==> src/rtl/layer_weight_loader_if.sv <==
// Config-stream interface for layer_weight_loader.
// Carries the AXI-stream style word handshake from the config port to the loader.
interface layer_weight_loader_if #(
  parameter int DATA_WIDTH = 16
) ();
  logic [DATA_WIDTH-1:0] tdata;
  logic                  tvalid;
  logic                  tlast;
  logic                  tready;

  modport master (output tdata, output tvalid, output tlast, input tready);
  modport slave  (input tdata, input tvalid, input tlast, output tready);
endinterface

==> src/rtl/layer_weight_loader.sv <==
// layer_weight_loader: replays a flat stream of per-neuron weights and biases
// as single-cycle weight_valid/bias_valid strobes tagged with layer and neuron.
// Optional feature macro: WLOAD_CHECKSUM_EN adds a trailer word carrying the
// running sum of the stream; a mismatch raises err. Without it, checksum is 0.
module layer_weight_loader #(
  parameter int DATA_WIDTH = 16,
  parameter int LAYER_NO   = 1,
  parameter int NUM_NEURON = 64,
  parameter int NUM_WEIGHT = 128
) (
  input  logic                      clk,
  input  logic                      rst_n,
  input  logic                      start,
  layer_weight_loader_if.slave      s,
  output logic                      weight_valid,
  output logic [DATA_WIDTH-1:0]     weight_value,
  output logic                      bias_valid,
  output logic [DATA_WIDTH-1:0]     bias_value,
  output logic [NUM_NEURON-1:0]     bias_sel,
  output logic [2*DATA_WIDTH:0]     config_layer_num,
  output logic [2*DATA_WIDTH:0]     config_neuron_num,
  output logic                      busy,
  output logic                      done,
  output logic                      err,
  output logic [DATA_WIDTH-1:0]     checksum
);

  localparam int CW  = 2*DATA_WIDTH+1;
  localparam int WCW = (NUM_WEIGHT > 1) ? $clog2(NUM_WEIGHT) : 1;
  localparam int NCW = (NUM_NEURON > 1) ? $clog2(NUM_NEURON) : 1;
  localparam logic [WCW-1:0] LAST_W = WCW'(NUM_WEIGHT-1);
  localparam logic [NCW-1:0] LAST_N = NCW'(NUM_NEURON-1);

  typedef enum logic [2:0] {
    IDLE,
    LOAD_W,
    LOAD_B,
    FIN
`ifdef WLOAD_CHECKSUM_EN
    , CHK
`endif
  } state_t;

  state_t         state;
  logic [WCW-1:0] weight_cnt;
  logic [NCW-1:0] neuron_cnt;
  logic           accept;

`ifdef WLOAD_CHECKSUM_EN
  logic [DATA_WIDTH-1:0] sum;
  assign checksum = sum;
  assign s.tready = (state == LOAD_W) || (state == LOAD_B) || (state == CHK);
`else
  assign checksum = '0;
  assign s.tready = (state == LOAD_W) || (state == LOAD_B);
`endif

  assign accept = s.tvalid & s.tready;

  // Sequencer: walks weights then bias per neuron and registers every output strobe.
  always_ff @(posedge clk or negedge rst_n) begin
    if (!rst_n) begin
      state             <= IDLE;
      weight_cnt        <= '0;
      neuron_cnt        <= '0;
      weight_valid      <= 1'b0;
      weight_value      <= '0;
      bias_valid        <= 1'b0;
      bias_value        <= '0;
      bias_sel          <= '0;
      config_layer_num  <= '0;
      config_neuron_num <= '0;
      busy              <= 1'b0;
      done              <= 1'b0;
      err               <= 1'b0;
`ifdef WLOAD_CHECKSUM_EN
      sum               <= '0;
`endif
    end else begin
      weight_valid      <= 1'b0;
      bias_valid        <= 1'b0;
      bias_sel          <= '0;
      done              <= 1'b0;
      config_neuron_num <= CW'(neuron_cnt);
      case (state)
        IDLE: begin
          if (start) begin
            state            <= LOAD_W;
            busy             <= 1'b1;
            err              <= 1'b0;
            config_layer_num <= CW'(LAYER_NO);
            weight_cnt       <= '0;
            neuron_cnt       <= '0;
`ifdef WLOAD_CHECKSUM_EN
            sum              <= '0;
`endif
          end
        end
        LOAD_W: begin
          if (accept) begin
            weight_valid <= 1'b1;
            weight_value <= s.tdata;
            if (s.tlast) err <= 1'b1;
`ifdef WLOAD_CHECKSUM_EN
            sum <= sum + s.tdata;
`endif
            if (weight_cnt == LAST_W) begin
              state <= LOAD_B;
            end else begin
              weight_cnt <= weight_cnt + 1'b1;
            end
          end
        end
        LOAD_B: begin
          if (accept) begin
            bias_valid <= 1'b1;
            bias_value <= s.tdata;
            bias_sel   <= NUM_NEURON'(1) << neuron_cnt;
            weight_cnt <= '0;
`ifdef WLOAD_CHECKSUM_EN
            sum <= sum + s.tdata;
`endif
            if (neuron_cnt == LAST_N) begin
              neuron_cnt <= '0;
`ifdef WLOAD_CHECKSUM_EN
              state <= CHK;
              if (s.tlast) err <= 1'b1;
`else
              state <= FIN;
              if (!s.tlast) err <= 1'b1;
`endif
            end else begin
              neuron_cnt <= neuron_cnt + 1'b1;
              state      <= LOAD_W;
              if (s.tlast) err <= 1'b1;
            end
          end
        end
`ifdef WLOAD_CHECKSUM_EN
        CHK: begin
          if (accept) begin
            if (!s.tlast || (s.tdata != sum)) err <= 1'b1;
            state <= FIN;
          end
        end
`endif
        FIN: begin
          state            <= IDLE;
          done             <= 1'b1;
          busy             <= 1'b0;
          config_layer_num <= '0;
        end
        default: state <= IDLE;
      endcase
    end
  end

endmodule
==> src/flat_wrapper.sv <==
// flat-port wrapper written by rule: the top's interface ports become plain ports
module layer_weight_loader_flat 
#(
  parameter int DATA_WIDTH = 16,
  parameter int LAYER_NO   = 1,
  parameter int NUM_NEURON = 64,
  parameter int NUM_WEIGHT = 128
)
  (clk, rst_n, start, weight_valid, weight_value, bias_valid, bias_value, bias_sel, config_layer_num, config_neuron_num, busy, done, err, checksum, s_tdata, s_tvalid, s_tlast, s_tready);
  layer_weight_loader_if #(.DATA_WIDTH(DATA_WIDTH)) s_i ();
  input  logic clk;
  input  logic rst_n;
  input  logic start;
  output logic weight_valid;
  output logic [DATA_WIDTH-1:0] weight_value;
  output logic bias_valid;
  output logic [DATA_WIDTH-1:0] bias_value;
  output logic [NUM_NEURON-1:0] bias_sel;
  output logic [2*DATA_WIDTH:0] config_layer_num;
  output logic [2*DATA_WIDTH:0] config_neuron_num;
  output logic busy;
  output logic done;
  output logic err;
  output logic [DATA_WIDTH-1:0] checksum;
  input wire logic [$bits(s_i.tdata)-1:0] s_tdata;
  input wire logic [$bits(s_i.tvalid)-1:0] s_tvalid;
  input wire logic [$bits(s_i.tlast)-1:0] s_tlast;
  output wire logic [$bits(s_i.tready)-1:0] s_tready;
  assign s_i.tdata = s_tdata;
  assign s_i.tvalid = s_tvalid;
  assign s_i.tlast = s_tlast;
  assign s_tready = s_i.tready;
  layer_weight_loader #(.DATA_WIDTH(DATA_WIDTH), .LAYER_NO(LAYER_NO), .NUM_NEURON(NUM_NEURON), .NUM_WEIGHT(NUM_WEIGHT)) u_core (.clk(clk), .rst_n(rst_n), .start(start), .s(s_i), .weight_valid(weight_valid), .weight_value(weight_value), .bias_valid(bias_valid), .bias_value(bias_value), .bias_sel(bias_sel), .config_layer_num(config_layer_num), .config_neuron_num(config_neuron_num), .busy(busy), .done(done), .err(err), .checksum(checksum));
endmodule
==> config.mk <==
export PLATFORM = sky130hd
export DESIGN_NAME = layer_weight_loader_flat
export DESIGN_NICKNAME = d
export VERILOG_FILES = /design/src/rtl/layer_weight_loader_if.sv /design/src/rtl/layer_weight_loader.sv /design/src/flat_wrapper.sv
export SDC_FILE = /design/constraint.sdc
export NUM_CORES = 1
export LEC_CHECK = 0
export CELL_PAD_IN_SITES_DETAIL_PLACEMENT = 0
export CELL_PAD_IN_SITES_GLOBAL_PLACEMENT = 2
export CORE_ASPECT_RATIO = 0.8
export CORE_MARGIN = 1
export CORE_UTILIZATION = 29
export CTS_BUF_LIST = sky130_fd_sc_hd__clkbuf_4
export DETAILED_ROUTE_END_ITERATION = 8
export GPL_ROUTABILITY_DRIVEN = 0
export PLACE_DENSITY_LB_ADDON = 0.1
export SYNTH_ARGS = -nofsm -noshare
export SYNTH_HDL_FRONTEND = slang
export SYNTH_SLANG_ARGS = --single-unit
==> constraint.sdc <==
create_clock -name clk -period 5.32 [get_ports clk]
set_clock_uncertainty 0.2 [all_clocks]
set_input_delay 1.064 -clock clk [delete_from_list [all_inputs] [get_ports clk]]
set_output_delay 1.064 -clock clk [all_outputs]
set_load 0.005 [all_outputs]
==> impl_metrics.csv <==
group,metric,value,unit
status,status,"finished clean",
cts,cts_tree,"done",
sta,grt_setup_unrepaired,"false",
setup_path,critPathCaptureType,"primary output",
power,p_int,1.93,mW
cts,clk_pin_slew,0.11,ns
yosys,synth_area,5140,sq um
global_route,grt_max_degree,50,
power,seq_power_share,0.431,
yosys,yosysWarnings,0,
global_route,grt_usage,0.136,
cts,cts_setup_buffers,0,
power,power,2.75,mW
cts,cts_buffer_depth,2,
routing,detail-route-antenna-nets,0,
sta,finalHoldViolCount,0,
power,p_comb_frac,0.310,
yosys,ys_types,40,
yosys,ys_seq_area_frac,0.594,
cts,clk_latency,0.51,ns
cts,clock_sinks,122,
cts,clockRootBuffer,"clkbuf_4",
setup_path,ff2ff_path_depth,6,
cts,cts_made_buffers,17,
cts,hold_buffers,0,
power,clockPowerShare,0.259,
placement,io_buffers,129,
worst_hold_path,hold_path_depth,1,
floorplan,dieArea,18300,sq um
floorplan,dieHeight,121,um
routing,wl_per_cell,14.7,um
routing,drc,0,
final_layout,layout_common_cells,"128 x clkdlybuf4s50_1, 122 x dfrtp_1, 75 x nor2_1, 75 x conb_1, 32 x mux2_2",
final_layout,area.growth.synth_to_final,29.9,%
sta,setup_viol,0,
yosys,synth_edf_count,0,
sta,slew_headroom,0.448,
cts,cts_resized,0,
global_route,grt_busiest_layer,"met1",
sta,period_minus_slack,3.31,ns
floorplan,io-pin-count,205,
setup_path,r2r_end,"u_core.weight_value[15]",
routing,drtPass1Iterations,4,
setup_path,rrSetupSlack,2.75,ns
global_route,use_met3,0.0421,
final_layout,final_nets,613,
yosys,synth_ff_type,"dfrtp_1",
setup_path,timing.rr.start,"u_core.state[0]",
floorplan,die_w,151,um
yosys,ys_seq_elements,122,
power,sw_frac_of_total,0.298,
yosys,synth_cells,447,
power,power_density,412,nW/um^2
floorplan,core_area,17300,sq um
global_route,grt_pass1_wl,18.4,mm
final_layout,final_common_cell,"clkdlybuf4s50_1",
sta,timing.final.ws_setup,2.01,ns
routing,vias,3419,
floorplan,fp-row-count,43,
final_layout,drive_above_1_share,0.120,
global_route,overflow,0,
flow_run,cap_viol_max_count,0,
sta,slew_viol_final,0,
floorplan,initial_core_util,0.297,
routing,routed_wl,12.0,mm
sta,post-route-period-util,0.623,
routing,drtIter0Drc,132,
yosys,async_flop_share,1.00,
setup_path,crit_fanout,6,
global_route,use_met2,0.190,
setup_path,crit_type,"reg -> out",
sta,setup_tns,0,ns
power,power.switching,820,uW
placement,hpwl,8.57,mm
placement,dp_slack,1.99,ns
setup_path,cp.arrival,2.05,ns
routing,viasPerCell,4.18,
power,power_leakage,3.04,nW
power,peakVddDrop,0.135,mV
worst_hold_path,min_to,"u_core.weight_cnt[0]",
worst_hold_path,worstHoldStart,"u_core.weight_cnt[0]",
setup_path,cp.required,4.06,ns
worst_hold_path,hp-class,"reg -> reg",
global_route,met1_usage,0.200,
sta,max_freq,302,MHz
yosys,syn_area_per_cell,11.5,sq um
setup_path,critPathLaunchType,"register",
sta,worst_pin_slew,0.826,ns
global_route,grt_antenna_before_repair,1,
global_route,grt_pass1_vias,3297,
cts,htreeDepth,4,
## synth_stat cells, drive strengths merged (2+ instances only)
master	count	area share
o21ai	9	0.0088
nand3	11	0.011
or4	2	0.0029
buf	78	0.11
nor3	2	0.0019
a21oi	9	0.0088
ha	12	0.029
clkbuf	13	0.0095
nor2	75	0.055
nand2	23	0.017
a21o	2	0.0029
or2	3	0.0037
o211ai	3	0.0044
mux2	32	0.070
mux2i	3	0.0058
or3	3	0.0037
a32o	3	0.0058
nand2b	5	0.0061
inv	13	0.0095
dfrtp	122	0.59
nor2b	3	0.0051
nand4	6	0.0073
## area by class of cell
cell class | count | area, sq um
clock inverters | 14 | 179
multi-input cells | 295 | 1680
flip-flops and latches | 122 | 3050
clock buffers | 17 | 128
diodes | 1 | 2.50
inverters | 13 | 48.8
well taps | 225 | 282
repair buffers | 131 | 1300
fillers | 1705 | 10600
## registers in the layout, summed over array words and instances, names as in the netlist, 2 cells and up
signal	count
u_core.bias_sel	64
u_core.bias_value	16
u_core.state	2
u_core.weight_cnt	7
u_core.config_neuron_num	6
u_core.neuron_cnt	6
u_core.weight_value	16
## critical path: stages (launching register included)
cell and delay, ns:
dfrtp_1 0.44, inv_1 0.11, ha_1 0.42, clkdlybuf4s50_1 0.57
## cell families after synthesis
kind of cell | Yosys count | share of synthesized area
AO/OA/AOI/OAI | 36 | 0.0482
flip-flops | 122 | 0.594
AND/OR/NAND/NOR | 137 | 0.119
multiplexers | 35 | 0.0759
adder cells (fa/ha/maj) | 12 | 0.0292
other | 1 | 0.000729
buffers and inverters | 104 | 0.133
## layer usage
| layer | share of wire | wire length [um] |
|---|---|---|
| met1 | 0.50 | 5990 |
| met2 | 0.42 | 5010 |
| met3 | 0.075 | 906 |
| met4 | 0.0095 | 114 |
| met5 | 0 | 0 |
## through the flow
stage | util | instance area (sq um) | hold WS, ns | std cells
finish | 0.385 | 6680 | 0.316 | 818
global route | 0.385 | 6680 | 0.338 | 818
CTS | 0.385 | 6680 | 0.318 | 817
detailed placement | 0.368 | 6370 | 0.294 | 786
global placement | 0.368 | 6370 | 0.287 | 786
floorplan | - | 5420 | 0.152 | 521
## power groups by stage
stage          sequential [mW]  clock, mW  combinational, mW
2_1_floorplan             1.20          0              0.454
3_3_place_gp              1.20          0              0.859
3_5_place_dp              1.21          0              0.865
4_1_cts                   1.19      0.738              0.869
5_1_grt                   1.21      0.778              0.945
6_report                  1.19      0.711              0.854
## worst max-delay path by stage
stage,depth (start not counted),to,slack (ns),from
final,3,s_tready,2.01,u_core.state[0]
after global routing,3,s_tready,1.83,u_core.state[0]
after CTS,3,s_tready,1.92,u_core.state[0]
after detailed placement,5,u_core.bias_sel[50],1.99,s_tvalid
after global placement,5,u_core.weight_value[6],2.03,s_tvalid
after floorplan,5,u_core.weight_cnt[5],2.84,start
Power figures use the tool's default switching activity.
